[config.mk]
export PLATFORM = sky130hd
export DESIGN_NAME = mod_inputs
export DESIGN_NICKNAME = d
export VERILOG_FILES = /design/src/rtl/mod_inputs_pkg.sv /design/src/rtl/mod_debounce.sv /design/src/rtl/mod_inputs.sv
export SDC_FILE = /design/constraint.sdc
export NUM_CORES = 1
export LEC_CHECK = 0
export ABC_AREA = 1
export CORE_MARGIN = 1.5
export CORE_UTILIZATION = 53
export DETAILED_ROUTE_END_ITERATION = 8
export GPL_TIMING_DRIVEN = 0
export HOLD_SLACK_MARGIN = 0.1
export PLACE_DENSITY = 0.77
export SYNTH_ARGS = -nofsm -noshare
export SYNTH_HDL_FRONTEND = slang
export SYNTH_SLANG_ARGS = --single-unit
[constraint.sdc]
create_clock -name clk -period 1.6 [get_ports clk]
set_clock_uncertainty 0.1 [all_clocks]
set_input_delay 0.16 -clock clk [delete_from_list [all_inputs] [get_ports clk]]
set_output_delay 0.16 -clock clk [all_outputs]
set_load 0.02 [all_outputs]
[src/rtl/mod_inputs_pkg.sv]
// Shared definitions for the memory-mapped input peripheral:
// register word offsets and input counts.
package mod_inputs_pkg;

  typedef enum logic [1:0] {
    INPUTS_SW    = 2'd0,
    INPUTS_BTN   = 2'd1,
    INPUTS_PRESS = 2'd2,
    INPUTS_MASK  = 2'd3
  } reg_off_e;

  localparam int N_SW  = 8;
  localparam int N_BTN = 4;
  localparam int N_IN  = N_SW + N_BTN;

endpackage

[src/rtl/mod_debounce.sv]
// Single-bit two-flop synchronizer plus stability counter.
// Ports: clk, rst (sync, active-high), raw_i (async pin),
//        db_o (debounced level), rise_o (db_o about to go 0->1).
module mod_debounce #(
  parameter int DEBOUNCE_CYCLES = 500000,
  parameter int CNT_W           = 19
) (
  input  logic clk,
  input  logic rst,
  input  logic raw_i,
  output logic db_o,
  output logic rise_o
);

  localparam logic [CNT_W-1:0] CNT_MAX =
    CNT_W'(DEBOUNCE_CYCLES - 1);

  logic [1:0]       sync_q, sync_d;
  logic             db_q, db_d;
  logic [CNT_W-1:0] cnt_q, cnt_d;
  logic             s;

  assign s = sync_q[1];

  always_comb begin
    sync_d = {sync_q[0], raw_i};
    db_d   = db_q;
    cnt_d  = cnt_q;
    if (s == db_q) begin
      cnt_d = '0;
    end else if (cnt_q == CNT_MAX) begin
      db_d  = s;
      cnt_d = '0;
    end else begin
      cnt_d = cnt_q + 1'b1;
    end
  end

  // Pulses in the cycle whose edge commits a 0->1 change,
  // so the press latch sets on the same edge as db_o.
  assign rise_o = db_d & ~db_q;
  assign db_o   = db_q;

  always_ff @(negedge clk) begin
    if (rst) begin
      sync_q <= '0;
      db_q   <= 1'b0;
      cnt_q  <= '0;
    end else begin
      sync_q <= sync_d;
      db_q   <= db_d;
      cnt_q  <= cnt_d;
    end
  end

endmodule

[src/rtl/mod_inputs.sv]
// Memory-mapped switch/button input peripheral with press latch and irq.
// Ports: clk, rst, bus (de, daddr, drw, din, dout), switches, buttons, irq.
module mod_inputs
  import mod_inputs_pkg::*;
#(
  parameter int DEBOUNCE_CYCLES = 500000,
  parameter int CNT_W           = 19
) (
  input  logic        clk,
  input  logic        rst,
  input  logic        de,
  input  logic [31:0] daddr,
  input  logic        drw,
  input  logic [31:0] din,
  output logic [31:0] dout,
  input  logic [7:0]  switches,
  input  logic [3:0]  buttons,
  output logic        irq
);

  logic [N_IN-1:0] raw, db, rise;
  logic [N_SW-1:0] d_sw;
  logic [N_BTN-1:0] d_btn, btn_rise;

  assign raw = {buttons, switches};

  for (genvar i = 0; i < N_IN; i++) begin : g_db
    mod_debounce #(
      .DEBOUNCE_CYCLES(DEBOUNCE_CYCLES),
      .CNT_W          (CNT_W)
    ) u_db (
      .clk   (clk),
      .rst   (rst),
      .raw_i (raw[i]),
      .db_o  (db[i]),
      .rise_o(rise[i])
    );
  end

  assign d_sw     = db[N_SW-1:0];
  assign d_btn    = db[N_IN-1:N_SW];
  assign btn_rise = rise[N_IN-1:N_SW];

  reg_off_e off;
  logic     wr;
  assign off = reg_off_e'(daddr[3:2]);
  assign wr  = de & drw;

  logic [3:0] press_q, press_d;
  logic [3:0] mask_q, mask_d;
  logic       irq_q, irq_d;
  logic [3:0] clr;

  always_comb begin
    clr    = '0;
    mask_d = mask_q;
    if (wr && off == INPUTS_PRESS) clr = din[3:0];
    if (wr && off == INPUTS_MASK) mask_d = din[3:0];
    // OR-ing the set term last lets a new press beat a W1C.
    press_d = (press_q & ~clr) | btn_rise;
    irq_d   = |(press_q & mask_q);
  end

  always_ff @(negedge clk) begin
    if (rst) begin
      press_q <= '0;
      mask_q  <= '0;
      irq_q   <= 1'b0;
    end else begin
      press_q <= press_d;
      mask_q  <= mask_d;
      irq_q   <= irq_d;
    end
  end

  assign irq = irq_q;

  always_comb begin
    dout = 32'h0;
    if (de) begin
      unique case (off)
        INPUTS_SW:    dout = {24'h0, d_sw};
        INPUTS_BTN:   dout = {28'h0, d_btn};
        INPUTS_PRESS: dout = {28'h0, press_q};
        INPUTS_MASK:  dout = {28'h0, mask_q};
        default:      dout = 32'h0;
      endcase
    end
  end

  logic unused_ok;
  assign unused_ok = ^{daddr[31:4], daddr[1:0], din[31:4]};

endmodule

==> flow_metrics.env, run 1 <==
export IMPL_status="finished, violations left"
export IMPL_violations="setup timing"
export IMPL_synthAdderAreaFrac_pct=1.102
export IMPL_p_leak_nw=7.409
export IMPL_grt_pass1_vias=13960
export IMPL_async_flop_share_pct=0
export IMPL_cts_max_level=2
export IMPL_start_kind="flop"
export IMPL_endpoint_kind="output pin"
export IMPL_synth_seq_cells=273
export IMPL_setup_viol=10
export IMPL_io_pins=113
export IMPL_antenna_found_initial=0
export IMPL_report_final_slew_viol_count=0
export IMPL_synth_compound_area_share_pct=6.090
export IMPL_synth_simple_gate_area_share_pct=38.75
export IMPL_synth_flop_cell="dfxtp_1"
export IMPL_routedWlPerCell_um=12.56
export IMPL_grt_max_degree=14
export IMPL_vias=14320
export IMPL_drive_above_1_share_pct=17.28
export IMPL_synth_edf_count=0
export IMPL_synth_top_cell_by_area="dfxtp_1"
export IMPL_diodes=0
export IMPL_max_cap_viol_count=0
export IMPL_rsz0062_at_grt="true"
export IMPL_critical_path_class="reg2out"
export IMPL_grt_overflow_total=0
export IMPL_final_nets=2568
export IMPL_design_core_area_um2=25180
export IMPL_cts_tree="yes"
export IMPL_synth_top_area_share_pct=40.12
export IMPL_drtIter0Drc=989
export IMPL_grt_usage_pct=25.70
export IMPL_die_h_um=163.3
export IMPL_required_ns=1.34
export IMPL_holdBufCountCts=0
export IMPL_die_x_um=163.3
export IMPL_drc=0
export IMPL_port_buffers=30
export IMPL_via_per_inst=5.060
export IMPL_crit_chain="nand2_2 -> a41oi_2 -> buf_6"
export IMPL_holdWs_ns=0.2970
export IMPL_dp_hpwl_mm=21.41
export IMPL_synth_top_family_by_area="simple AND/OR/NAND/NOR gates"
export IMPL_dr_pass1_iters=5
export IMPL_synthXorXnorAreaFrac_pct=4.373
export IMPL_tightest_slew_ns=0.5980
export IMPL_synth_most_common_cell="nand2_1"
export IMPL_syn2layout_area_growth_pct=34.36
export IMPL_power_density_nw_per_um2=1021
export IMPL_cts_sinks=273
export IMPL_clockRootBuffer="clkbuf_16"
export IMPL_clkLatencyLatePin_ns=0.59
export IMPL_hp_class="reg2reg"
export IMPL_routed_wirelength_mm=35.54
export IMPL_grt_pass1_wl_mm=57.41
export IMPL_initial_utilization_pct=54.09
export IMPL_fp_row_count=58
export IMPL_syn_area_um2=13620
export IMPL_cts_made_buffers=34
export IMPL_irDropWorstVdd_uv=946.6
export IMPL_dieArea_um2=26670
export IMPL_synth_yosys_seq_area_share_pct=40.12
export IMPL_slowest_stage="dfxtp_2"
export IMPL_synth_top_cells_by_count="nand2_1, nor2_1, dfxtp_1, inv_1, nand3_1"
export IMPL_synth_cell_type_count=37
export IMPL_ant_nets=0
export IMPL_clk_pin_slew_ns=0.04
export IMPL_relSlewSlack_pct=59.99
export IMPL_setup_tns_ns=-6.484
export IMPL_yosys_top_cells_area="dfxtp_1, nand2_1, nor2_1"
export IMPL_place_congestion=0.9266
export IMPL_synth_area_per_cell_um2=6.673
export IMPL_netlist_instances=2041
export IMPL_worstPathArrival_ns=2.19
export IMPL_yosysWarnings=0
export IMPL_timing_final_ws_setup_ns=-0.8525
export IMPL_worst_path_max_fanout=3
export IMPL_hold_violations=0
export IMPL_critPathMaxStageDelay_ns=0.34
export IMPL_muxShareOfSynthArea_pct=0
export IMPL_clockBufferDepth=3
==> final cells by class <==
class                   count  area [µm²]
multi-input cells        1491        7804
fillers                  1916        6882
flip-flops and latches    273        5552
clock inverters           296        1349
inverters                 257       992.2
clock buffers              37       925.9
repair buffers            104       892.1
well taps                 330       412.9
plain buffers              42       372.9
==> per-layer routing <==
layer	vias up	share of wire (%)	global-route usage, %
met5	-	0	0
met4	0	3.0	15.47
met3	88	5.3	7.872
met2	402	50	43.37
met1	6552	42	28.32
li1	7279	-	-
==> state kept, by name, summed over array words and instances, names as in the netlist <==
name and flops:
g_db.u_db.cnt_q 228, g_db.u_db.db_o 12, g_db.u_db.sync_q 24, irq 1, mask_q 4, press_q 4
==> through the flow <==
| step | utilization, % | worst slack [ns] | area, µm² | total power [mW] | instances |
|---|---|---|---|---|---|
| after detailed placement | 58.39 | -1.365 | 14700 | 8.438 | 2424 |
| final | 72.67 | -0.8525 | 18300 | 18.69 | 2830 |
| after global placement | 58.39 | -1.368 | 14700 | 8.434 | 2424 |
| after floorplan | - | -0.2082 | 13990 | 8.299 | 2064 |
| after CTS | 70.10 | -0.8541 | 17650 | 18.92 | 2803 |
| after global routing | 72.67 | -0.9094 | 18300 | 19.80 | 2830 |
==> placed cells by master, fill, tap and decap left out, drive strengths merged <==
master	synthesis	routed
clkdlybuf4s50	0	16
clkdlybuf4s15	0	1
nand3b	13	13
xor2	50	50
clkinvlp	0	2
inv	258	540
dlymetal6s2s	0	1
clkinv	0	3
xnor2	18	18
ha	12	12
a21oi	105	105
bufinv	0	8
a41oi	5	5
conb	1	24
clkbuf	3	40
and3	1	1
nand3	133	133
dlygate4sd2	0	1
nand4	56	56
nor3b	2	2
nor3	50	50
a21o	1	1
and2	2	2
o21bai	4	4
a31oi	6	6
nor2	451	451
o21ai	28	28
dfxtp	273	273
buf	39	124
nand2	512	512
or2	18	18
==> kinds of logic (layout without fill, tap and decap cells) <==
kind of cell               after synthesis  count (layout)
and+or+nand+nor                       1238            1238
other                                    1              24
buffers and inverters                  300             736
xor gates and xnor gates                68              68
DFF                                    273             273
AOI/OAI and AO/OA                      149             149
adders and majority gates               12              12
==> final timing paths <==
check,from,endpoint,slack (ns),depth (start not counted)
worst max-delay path,press_q[2],dout[2],-0.85,3
worst max register to register,g_db[2].u_db.cnt_q[0],g_db[2].u_db.cnt_q[12],0.01,8
worst min-delay path,g_db[0].u_db.sync_q[0],g_db[0].u_db.sync_q[1],0.30,2
worst min register to register,g_db[0].u_db.sync_q[0],g_db[0].u_db.sync_q[1],0.30,2
==> where the power goes <==
group	internal (mW)	leakage (nW)	total [mW]	switching, mW
sequential	6.88	2.23	6.91	0.0351
clock	6.39	2.09	11.3	4.92
combinational	0.194	3.09	0.461	0.267
total	13.5	7.41	18.7	5.22
==> critical path: cells and delay by family (launching register included) <==
| family | cells | cell delay (ns) |
|---|---|---|
| AND/OR/NAND/NOR | 1 | 0.06 |
| AO/OA/AOI/OAI | 1 | 0.26 |
| flip-flops | 1 | 0.34 |
| buffers and inverters | 1 | 0.16 |
==> repair_timing <==
action,in CTS,in global routing
buffers inserted,45,27
pin swaps,28,29
gates cloned,2,0
endpoints found under the setup margin,282,225
gates resized for setup,165,122
Power figures use the tool's default switching activity.
==> run 2: changes to the inputs <==
==> constraint.sdc (replaced) <==
create_clock -name clk -period 2 [get_ports clk]
set_clock_uncertainty 0.1 [all_clocks]
set_input_delay 0.2 -clock clk [delete_from_list [all_inputs] [get_ports clk]]
set_output_delay 0.2 -clock clk [all_outputs]
set_load 0.02 [all_outputs]
==> run 2 against run 1 <==
Net effect:
- the flow still finishes with violations (setup timing)
- die area stayed put
- combinational power is 33% lower
- flip-flop and latch count stayed put
- setup slack better by 0.083 ns
==> flow_metrics.env, run 2 (synthesis results as in run 1) <==
export IMPL_required_ns=1.70
export IMPL_final_nets=2510
export IMPL_start_kind="flop"
export IMPL_clkLatencyLatePin_ns=0.63
export IMPL_timing_final_ws_setup_ns=-0.7694
export IMPL_p_switching_mw=3.948
export IMPL_irDropWorstVdd_uv=759.2
export IMPL_grt_pass1_wl_mm=54.41
export IMPL_hold_violations=0
export IMPL_pwr_share_clk_pct=58.3
export IMPL_tightest_slew_ns=0.6044
export IMPL_initial_utilization_pct=54.09
export IMPL_dr_wl_met3_mm=1.548
export IMPL_dieArea_um2=26670
export IMPL_ant_nets=0
export IMPL_mostFrequentLayoutCell="inv_1"
export IMPL_violations="setup timing"
export IMPL_syn2layout_area_growth_pct=24.41
export IMPL_diodes=0
export IMPL_design_core_area_um2=25180
export IMPL_swShare_pct=28.16
export IMPL_grt_max_degree=17
export IMPL_dp_hpwl_mm=21.23
export IMPL_cts_tree="yes"
export IMPL_place_congestion=0.8979
export IMPL_seqPwrFrac_pct=39.5
export IMPL_rsz0062_at_grt="true"
export IMPL_power_mw=14.02
export IMPL_grt_pass1_vias=13460
export IMPL_crit_chain="nand3_2 -> a41oi_2 -> buf_4"
export IMPL_clk_pin_slew_ns=0.03
export IMPL_wl_met2_mm=15.25
export IMPL_ff2ff_path_depth=7
export IMPL_setup_viol=17
export IMPL_routedWlPerCell_um=11.32
export IMPL_fin_cells=2770
export IMPL_worstHoldStart="g_db[7].u_db.sync_q[0]"
export IMPL_worstPathArrival_ns=2.47
export IMPL_io_pins=113
export IMPL_port_buffers=30
export IMPL_reg2reg_from="g_db[3].u_db.cnt_q[0]"
export IMPL_pre_cts_ws_ns=-1.245
export IMPL_power_density_nw_per_um2=827.4
export IMPL_relSlewSlack_pct=59.56
export IMPL_cp_buffers_inverters=1
export IMPL_dpl_cell_count=2424
export IMPL_critical_path_top_delay_family="flip-flops"
export IMPL_hold_path_depth=2
export IMPL_clockRootBuffer="clkbuf_16"
export IMPL_die_h_um=163.3
export IMPL_grt_overflow_total=0
export IMPL_top_layer="met4"
export IMPL_antenna_found_initial=0
export IMPL_dr_pass1_iters=7
export IMPL_p_comb_share_pct=2.2
export IMPL_critPathMaxStageDelay_ns=0.34
export IMPL_r2r_end="g_db[3].u_db.cnt_q[0]"
export IMPL_report_final_slew_viol_count=0
export IMPL_setup_tns_ns=-6.532
export IMPL_fp_row_count=58
export IMPL_status="finished, violations left"
export IMPL_hold_end="g_db[7].u_db.sync_q[1]"
export IMPL_routed_wirelength_mm=31.35
export IMPL_drive_above_1_share_pct=9.672
export IMPL_reg2reg_slack_ns=0.13
export IMPL_cts_max_level=1
export IMPL_drt_met1_wl_mm=13.90
export IMPL_drtIter0Drc=792
export IMPL_via_per_inst=4.935
export IMPL_cts_made_buffers=31
export IMPL_p_leak_nw=6.934
export IMPL_clockBufferDepth=3
export IMPL_endpoint_kind="output pin"
export IMPL_max_cap_viol_count=0
export IMPL_die_x_um=163.3
export IMPL_slowest_stage="dfxtp_4"
export IMPL_worst_path_max_fanout=2
export IMPL_cts_sinks=273
export IMPL_holdWs_ns=0.2959
export IMPL_critical_path_class="reg2out"
export IMPL_vias=13670
export IMPL_final_cell_mix="inv_1, nand2_1, nor2_1, dfxtp_1, nand3_1"
export IMPL_hp_class="reg2reg"
export IMPL_p_int_mw=10.07
export IMPL_grt_usage_pct=23.91
export IMPL_largest_register="g_db.u_db.cnt_q"
export IMPL_largest_reg_flops=228
export IMPL_drc=0
[run 2: layout make-up]
type	count	area (µm²)
Buffer	42	342.8
Clock buffer	31	775.7
Clock inverter	297	1328
Fill cell	2182	8237
Inverter	257	977.2
Multi-Input combinational cell	1491	7167
Sequential cell	273	5498
Tap cell	330	412.9
Timing Repair Buffer	49	444.2
[run 2: repair_timing]
action | 4_1_cts | 5_1_grt
endpoints found under the hold margin | 0 | 0
endpoints found under the setup margin | 282 | 82
hold buffers | 0 | 0
pin swaps | 7 | 5
resized for setup | 92 | 23
setup buffers | 8 | 11
[run 2: how the worst max path moves through the flow]
stage                             from                 endpoint  depth (start not counted)
floorplan                          rst   g_db[3].u_db.cnt_q[18]                          7
global placement                   rst  g_db[10].u_db.sync_q[1]                          4
detailed placement                 rst  g_db[10].u_db.sync_q[1]                          4
CTS                 g_db[10].u_db.db_o                  dout[2]                          3
global route                press_q[2]                  dout[2]                          3
finish              g_db[10].u_db.db_o                  dout[2]                          3
[run 2: per-layer routing]
metal,global-route usage [%],up-vias
met2,40.81,337
met5,0,-
li1,-,7126
met4,12.43,0
met1,27.31,6149
met3,6.374,59
[run 2: worst reg2reg max path, cell delays in order (launching register included)]
cell     delay [ns]
dfxtp_1        0.42
ha_2           0.27
nand3_2        0.12
nor2_1         0.22
nand3_1        0.14
nand2_2        0.23
buf_6          0.20
nor2_1         0.05
[run 2: power groups by stage]
stage	logic (mW)	clock network [mW]	registers [mW]
finish	0.308	8.17	5.54
global route	0.335	9.10	5.53
CTS	0.300	8.45	5.54
detailed placement	0.294	0.826	5.61
global placement	0.291	0.826	5.61
floorplan	0.193	0.826	5.61
[run 2: through the flow]
stage | cell area (µm²) | util, %
after floorplan | 13840 | -
after global placement | 14550 | 57.78
final | 16950 | 67.29
after CTS | 16790 | 66.67
after global routing | 16950 | 67.29
after detailed placement | 14550 | 57.78
